<file path="config.mk">
export PLATFORM = sky130hd
export DESIGN_NAME = seg7_scan_ctrl
export DESIGN_NICKNAME = d
export VERILOG_FILES = /design/src/rtl/seg7_scan_ctrl.sv
export SDC_FILE = /design/constraint.sdc
export NUM_CORES = 1
export LEC_CHECK = 0
export CORE_ASPECT_RATIO = 1.25
export CORE_MARGIN = 1.5
export CORE_UTILIZATION = 60
export CTS_CLUSTER_DIAMETER = 150
export DETAILED_ROUTE_END_ITERATION = 7
export GPL_ROUTABILITY_DRIVEN = 1
export PLACE_DENSITY = 0.85
export SYNTH_ARGS = -nofsm -noshare
export SYNTH_HDL_FRONTEND = slang
export SYNTH_SLANG_ARGS = --single-unit
</file>
<file path="constraint.sdc">
create_clock -name clk -period 4.3 [get_ports clk]
set_input_delay 0.43 -clock clk [delete_from_list [all_inputs] [get_ports clk]]
set_output_delay 0.43 -clock clk [all_outputs]
set_load 0.01 [all_outputs]
</file>
<file path="src/rtl/seg7_scan_ctrl.sv">
// seg7_scan_ctrl
// Time-multiplexed driver for a row of common-anode seven-segment digits.
// A prescaler divides clk into per-digit slots of DIV cycles; the digit index
// walks 0..DIGITS-1 and each full pass is one frame. New data is staged on
// load and only committed to the visible display at a frame boundary, so a
// frame never shows a mix of old and new digits.
//
// Ports
//   clk        : system clock, rising-edge active
//   rst_n      : asynchronous active-low reset
//   load       : one-cycle strobe, captures data_in/dp_in into staging
//   data_in    : 4*DIGITS hex nibbles, nibble i = bits [4i+3:4i], digit 0 rightmost
//   dp_in      : per-digit decimal point request, 1 = lit
//   en_mask    : per-digit enable, 0 = digit dark (sampled live)
//   lz_blank   : 1 = leading-zero blanking on (sampled live)
//   AN         : registered anode selects, active-low
//   SEG_C      : registered segments, active-low, [6:0] = g..a, [7] = dp
//   frame_done : one-cycle pulse in the cycle after each frame wrap
//   pending    : staged data waiting to be committed at the next wrap
module seg7_scan_ctrl #(
  parameter int DIGITS = 8,
  parameter int DIV    = 100000
) (
  input  logic                  clk,
  input  logic                  rst_n,
  input  logic                  load,
  input  logic [4*DIGITS-1:0]   data_in,
  input  logic [DIGITS-1:0]     dp_in,
  input  logic [DIGITS-1:0]     en_mask,
  input  logic                  lz_blank,
  output logic [DIGITS-1:0]     AN,
  output logic [7:0]            SEG_C,
  output logic                  frame_done,
  output logic                  pending
);

  localparam int CNTW = $clog2(DIV);
  localparam int IDXW = (DIGITS > 1) ? $clog2(DIGITS) : 1;
  localparam int STW  = 5 * DIGITS;

  // Staging/display words are packed as {nibbles, dp bits}.
  logic [CNTW-1:0]   cnt_q, cnt_d;
  logic [IDXW-1:0]   idx_q, idx_d;
  logic [STW-1:0]    stage_q, stage_d;
  logic [STW-1:0]    disp_q, disp_d;
  logic              pend_q, pend_d;
  logic              fdone_q, fdone_d;
  logic [DIGITS-1:0] an_q, an_d;
  logic [7:0]        seg_q, seg_d;

  logic tick;
  logic lastIdx;
  logic wrap;

  logic [4*DIGITS-1:0] dispData;
  logic [DIGITS-1:0]   dispDp;
  logic [3:0]          nib;
  logic                dpSel;
  logic                enSel;
  logic                upperZero;
  logic                blank;
  logic                dark;
  logic [DIGITS-1:0]   anSel;
  logic [6:0]          segCode;

  assign tick     = (cnt_q == CNTW'(DIV - 1));
  assign lastIdx  = (idx_q == IDXW'(DIGITS - 1));
  assign wrap     = tick && lastIdx;
  assign dispData = disp_q[STW-1:DIGITS];
  assign dispDp   = disp_q[DIGITS-1:0];

  // Scan timing and the staging/commit handshake. Dark digits never alter
  // the slot length, so the frame period is always DIGITS*DIV cycles.
  always_comb begin
    cnt_d   = tick ? '0 : cnt_q + 1'b1;
    idx_d   = idx_q;
    stage_d = stage_q;
    disp_d  = disp_q;
    pend_d  = pend_q;
    fdone_d = wrap;

    if (tick) begin
      idx_d = lastIdx ? '0 : idx_q + 1'b1;
    end

    // Commit uses the staging value from before this cycle's load, so a load
    // landing on the wrap edge is kept pending for the following frame.
    if (wrap && pend_q) begin
      disp_d = stage_q;
      pend_d = 1'b0;
    end

    if (load) begin
      stage_d = {data_in, dp_in};
      pend_d  = 1'b1;
    end
  end

  // Select the current digit, apply mask and leading-zero blanking, decode.
  always_comb begin
    nib       = 4'h0;
    dpSel     = 1'b0;
    enSel     = 1'b0;
    upperZero = 1'b1;
    anSel     = '1;

    for (int j = 0; j < DIGITS; j++) begin
      if (IDXW'(j) == idx_q) begin
        nib      = dispData[4*j +: 4];
        dpSel    = dispDp[j];
        enSel    = en_mask[j];
        anSel[j] = 1'b0;
      end
      // A digit is a leading zero only if it and every digit left of it is zero.
      if ((IDXW'(j) >= idx_q) && (dispData[4*j +: 4] != 4'h0)) begin
        upperZero = 1'b0;
      end
    end

    blank = lz_blank && (idx_q != '0) && upperZero && !dpSel;
    dark  = !enSel || blank;

    case (nib)
      4'h0: segCode = 7'h40;
      4'h1: segCode = 7'h79;
      4'h2: segCode = 7'h24;
      4'h3: segCode = 7'h30;
      4'h4: segCode = 7'h19;
      4'h5: segCode = 7'h12;
      4'h6: segCode = 7'h02;
      4'h7: segCode = 7'h78;
      4'h8: segCode = 7'h00;
      4'h9: segCode = 7'h10;
      4'hA: segCode = 7'h08;
      4'hB: segCode = 7'h03;
      4'hC: segCode = 7'h46;
      4'hD: segCode = 7'h21;
      4'hE: segCode = 7'h06;
      default: segCode = 7'h0E;
    endcase

    an_d  = dark ? '1 : anSel;
    seg_d = dark ? 8'hFF : {~dpSel, segCode};
  end

  always_ff @(posedge clk or negedge rst_n) begin
    if (!rst_n) begin
      cnt_q   <= '0;
      idx_q   <= '0;
      stage_q <= '0;
      disp_q  <= '0;
      pend_q  <= 1'b0;
      fdone_q <= 1'b0;
      an_q    <= '1;
      seg_q   <= 8'hFF;
    end else begin
      cnt_q   <= cnt_d;
      idx_q   <= idx_d;
      stage_q <= stage_d;
      disp_q  <= disp_d;
      pend_q  <= pend_d;
      fdone_q <= fdone_d;
      an_q    <= an_d;
      seg_q   <= seg_d;
    end
  end

  assign AN         = an_q;
  assign SEG_C      = seg_q;
  assign frame_done = fdone_q;
  assign pending    = pend_q;

endmodule

</file>
==> summary.log <==
qor: power.power.share.clock 0.534
qor: worst_setup_path.worst_ep_required_time 4.63 ns
qor: global_routing.global_route.overflow_total 0
qor: timing.setup_repair_after_global_routing_missed_its_margin no
qor: timing.final-max-slew-violation-count 0
qor: power.netSwitchingPower 550 uW
qor: route.wl_per_cell 19.3 um
qor: yosys.yosysTopAreaCellShare 0.452
qor: timing.fmax 275 MHz
qor: placement.globalplace.congestion 0.938
qor: power.combinationalPowerShare 0.048
qor: global_routing.gr-usage-all-layers 0.268
qor: global_routing.maximum_number_of_pins_on_one_net_before_global_route_repair 86
qor: placement.place_hpwl 8.57 mm
qor: yosys.yosys_register_bits 118
qor: floorplanning.die_width 89.8 um
qor: clocking.cts-buffers-inserted 17
qor: power.switching_power_as_a_share_of_total_power 0.195
qor: floorplanning.ios 70
qor: floorplanning.fp-row-count 39
qor: worst_setup_path.worst-endpoint-arrival 3.97 ns
qor: cells_and_area.multi_input_comb_area 2460 um^2
qor: clocking.insertion_delay 0.41 ns
qor: run_status.outcome finished clean
qor: timing.min_period_over_period 0.846
qor: timing.tightestPinTransition 1.03 ns
qor: route.drtIter0Drc 383
qor: cells_and_area.nFillCells 580
qor: yosys.syn-mean-instance-area 12.9 um^2
qor: global_routing.grt_antenna_before_repair 0
qor: route.route.detailed.drc 0
qor: cells_and_area.fin_cells 641
qor: cells_and_area.antenna_cells 0
qor: worst_setup_path.highest_fanout_seen_on_the_critical_path 14
qor: worst_setup_path.crit_path_end_kind flop
qor: worst_setup_path.critPathKind flop to flop
qor: clocking.post_cts.resized_instances 0
qor: placement.numPlacedInstances 609
qor: clocking.clock-root-buffer sky130_fd_sc_hd__clkbuf_16
qor: clocking.cts_buffer_depth 2
qor: route.post_drt_via_cell_ratio 6.01
qor: floorplanning.height_of_the_chip 111 um
qor: yosys.yosysSeqAreaShare 0.526
qor: yosys.netlist_instances 439
qor: worst_setup_path.critical_path.max_stage_delay 0.72 ns
qor: placement.dpl_worst_slack 0.801 ns
qor: timing.fin_setup_tns 0 ns
qor: power.cell_internal_power 2270 uW
qor: worst_setup_path.cpMaxStageDelayCell sky130_fd_sc_hd__a221oi_1
qor: clocking.cts.clk_slew.worst_paths 0.05 ns
qor: yosys.synth_area_leader_cell sky130_fd_sc_hd__dfrtp_1
qor: floorplanning.placeableCoreArea 9130 um^2
qor: clocking.cts_tree built
qor: yosys.syn_nets 501
qor: yosys.synth_top_flop_cell sky130_fd_sc_hd__dfrtp_1
qor: route.wirelength 12.4 mm
qor: clocking.cts.sinks 118
qor: power.power_density_over_the_cells 405 nW/um^2
qor: timing.min_period 3.64 ns
qor: hold_path.min_path_type input port to async pin
qor: floorplanning.area_of_the_die 10,000 um^2
qor: cells_and_area.design.final.nets 567
qor: yosys.netlist_top_cells_area sky130_fd_sc_hd__dfrtp_1, sky130_fd_sc_hd__mux2_4, sky130_fd_sc_hd__mux2_2
qor: power.worst_vdd_rail_ir_drop 0.297 mV
qor: yosys.synth_enable_flop_cells 0
qor: power.power.static_leakage 0.00316 uW
qor: clocking.post_cts_hold_buffer_count 0
qor: timing.setup_ws 0.664 ns
qor: power.seq_power_share 0.418
qor: worst_setup_path.series_of_cell_instances_along_the_critical_path inv_1 > ha_1 > inv_1 > o21ai_0 > o221ai_1 > a221oi_1 > ha_1 > nand2b_1 > a21oi_1 > a211oi_1 > o21ai_1
qor: route.via_count 3,854
qor: route.antenna_violating_nets_post_route 0
qor: timing.finalSetupViolCount 0
qor: flow_run.max_cap_violations 0
qor: global_routing.first_global_vias 4,121
qor: timing.maxSlewHeadroom 0.312
qor: cells_and_area.share_of_layout_cells_above_drive_strength_1 0.263
qor: floorplanning.initial_utilization 0.619
qor: yosys.synth_cell_type_count 62
qor: yosys.synthesis.yosys.warnings 0
qor: yosys.yosys.cell_count.top_type sky130_fd_sc_hd__dfrtp_1
qor: global_routing.global_route_wire_length_before_repair 20.8 mm
qor: route.drt_pre_antenna_iters 4
qor: cells_and_area.areaGrowthSynthToFinish 23.3%
qor: yosys.yosys-top-cells-count sky130_fd_sc_hd__dfrtp_1, sky130_fd_sc_hd__mux2_2, sky130_fd_sc_hd__mux2_4
qor: timing.hold-worst-slack 0.204 ns
qor: timing.clock_skew 0.0108 ns
qor: worst_setup_path.setup.worst_path.start_class flop
qor: timing.timing_hold_violations_final 0
qor: yosys.async_reset_ff_frac 1.00
qor: cells_and_area.regArea 2970 um^2
qor: clocking.htree_num_levels 4
qor: yosys.post_synth_instance_area 5650 um^2
qor: placement.io_buffer_count 69
qor: clocking.post_cts_buffers 0
## registers in the layout, summed over array words and instances (netlist names)
register    count
AN              8
frame_done      1
SEG_C           8
stage_q        40
pending         1
disp_q         40
cnt_q          17
idx_q           3
## cells by family after synthesis
group	Yosys count	share of synthesized area
flops	118	0.526
mux	84	0.193
simple gates	102	0.102
xor+xnor	14	0.0217
compound gates	77	0.0955
buf+inv	34	0.0386
fa+ha+maj	10	0.0222
## power groups by stage
stage / sequential, uW / combinational [uW] / clock (uW)
after detailed placement: 1200 / 137 / 0
after global placement: 1190 / 132 / 0
after floorplan: 1190 / 52.4 / 0
final: 1180 / 136 / 1510
after global routing: 1180 / 149 / 1570
after CTS: 1180 / 139 / 1520
## per-stage QoR
step / util / instance area (um^2) / power [uW]
after global routing: 0.763 / 6960 / 2900
final: 0.763 / 6960 / 2820
after global placement: 0.693 / 6330 / 1330
after floorplan: - / 5650 / 1240
after detailed placement: 0.693 / 6330 / 1330
after CTS: 0.763 / 6960 / 2840
## path summary, 6_finish.rpt
kind                       slack, ns          to  cells past startpoint     start
min in group clk                0.49    cnt_q[0]                      1  cnt_q[0]
max in group asynchronous       3.07  disp_q[34]                      2     rst_n
hold reg to reg                 0.49    cnt_q[0]                      1  cnt_q[0]
hold / removal                  0.20   disp_q[4]                      1     rst_n
setup reg to reg                0.66    SEG_C[3]                     11  idx_q[0]
setup / recovery                0.66    SEG_C[3]                     11  idx_q[0]
## critical path: cells and delay by family, from the launching register on
family	cells	cell delay, ns
buffers and inverters	2	0.50
AO/OA/AOI/OAI	6	1.53
AND/OR/NAND/NOR	1	0.14
adder cells (fa/ha/maj)	2	0.87
flip-flops	1	0.51
## area by class of cell
class,instances,share of cell area
flip-flops and latches,118,0.427
multi-input cells,287,0.353
repair buffers,72,0.101
clock buffers,25,0.0711
well taps,123,0.0221
clock inverters,7,0.0203
inverters,9,0.00557
## layer usage
layer  vias up  routed length [um]  GRT usage
met5         -                   0          0
met4         0                 386      0.117
met3        38                 628     0.0697
met2       151                6310      0.449
met1      1929                5050      0.328
li1       1736                   -          -
## placed cells by master, fill, tap and decap left out, types with 5 or more instances in the layout
cell type / count
sky130_fd_sc_hd__nand3_1: 14
sky130_fd_sc_hd__inv_1: 8
sky130_fd_sc_hd__and3b_1: 7
sky130_fd_sc_hd__mux2_4: 40
sky130_fd_sc_hd__clkdlybuf4s50_1: 67
sky130_fd_sc_hd__nor2_1: 14
sky130_fd_sc_hd__dfrtp_1: 102
sky130_fd_sc_hd__clkbuf_16: 17
sky130_fd_sc_hd__o21ai_0: 17
sky130_fd_sc_hd__nor2b_1: 5
sky130_fd_sc_hd__xor2_1: 7
sky130_fd_sc_hd__dfstp_2: 16
sky130_fd_sc_hd__mux2_2: 41
sky130_fd_sc_hd__a21oi_1: 12
sky130_fd_sc_hd__nand2_1: 30
sky130_fd_sc_hd__o221ai_1: 5
sky130_fd_sc_hd__ha_1: 10
sky130_fd_sc_hd__xnor2_1: 7
Power figures use the tool's default switching activity.
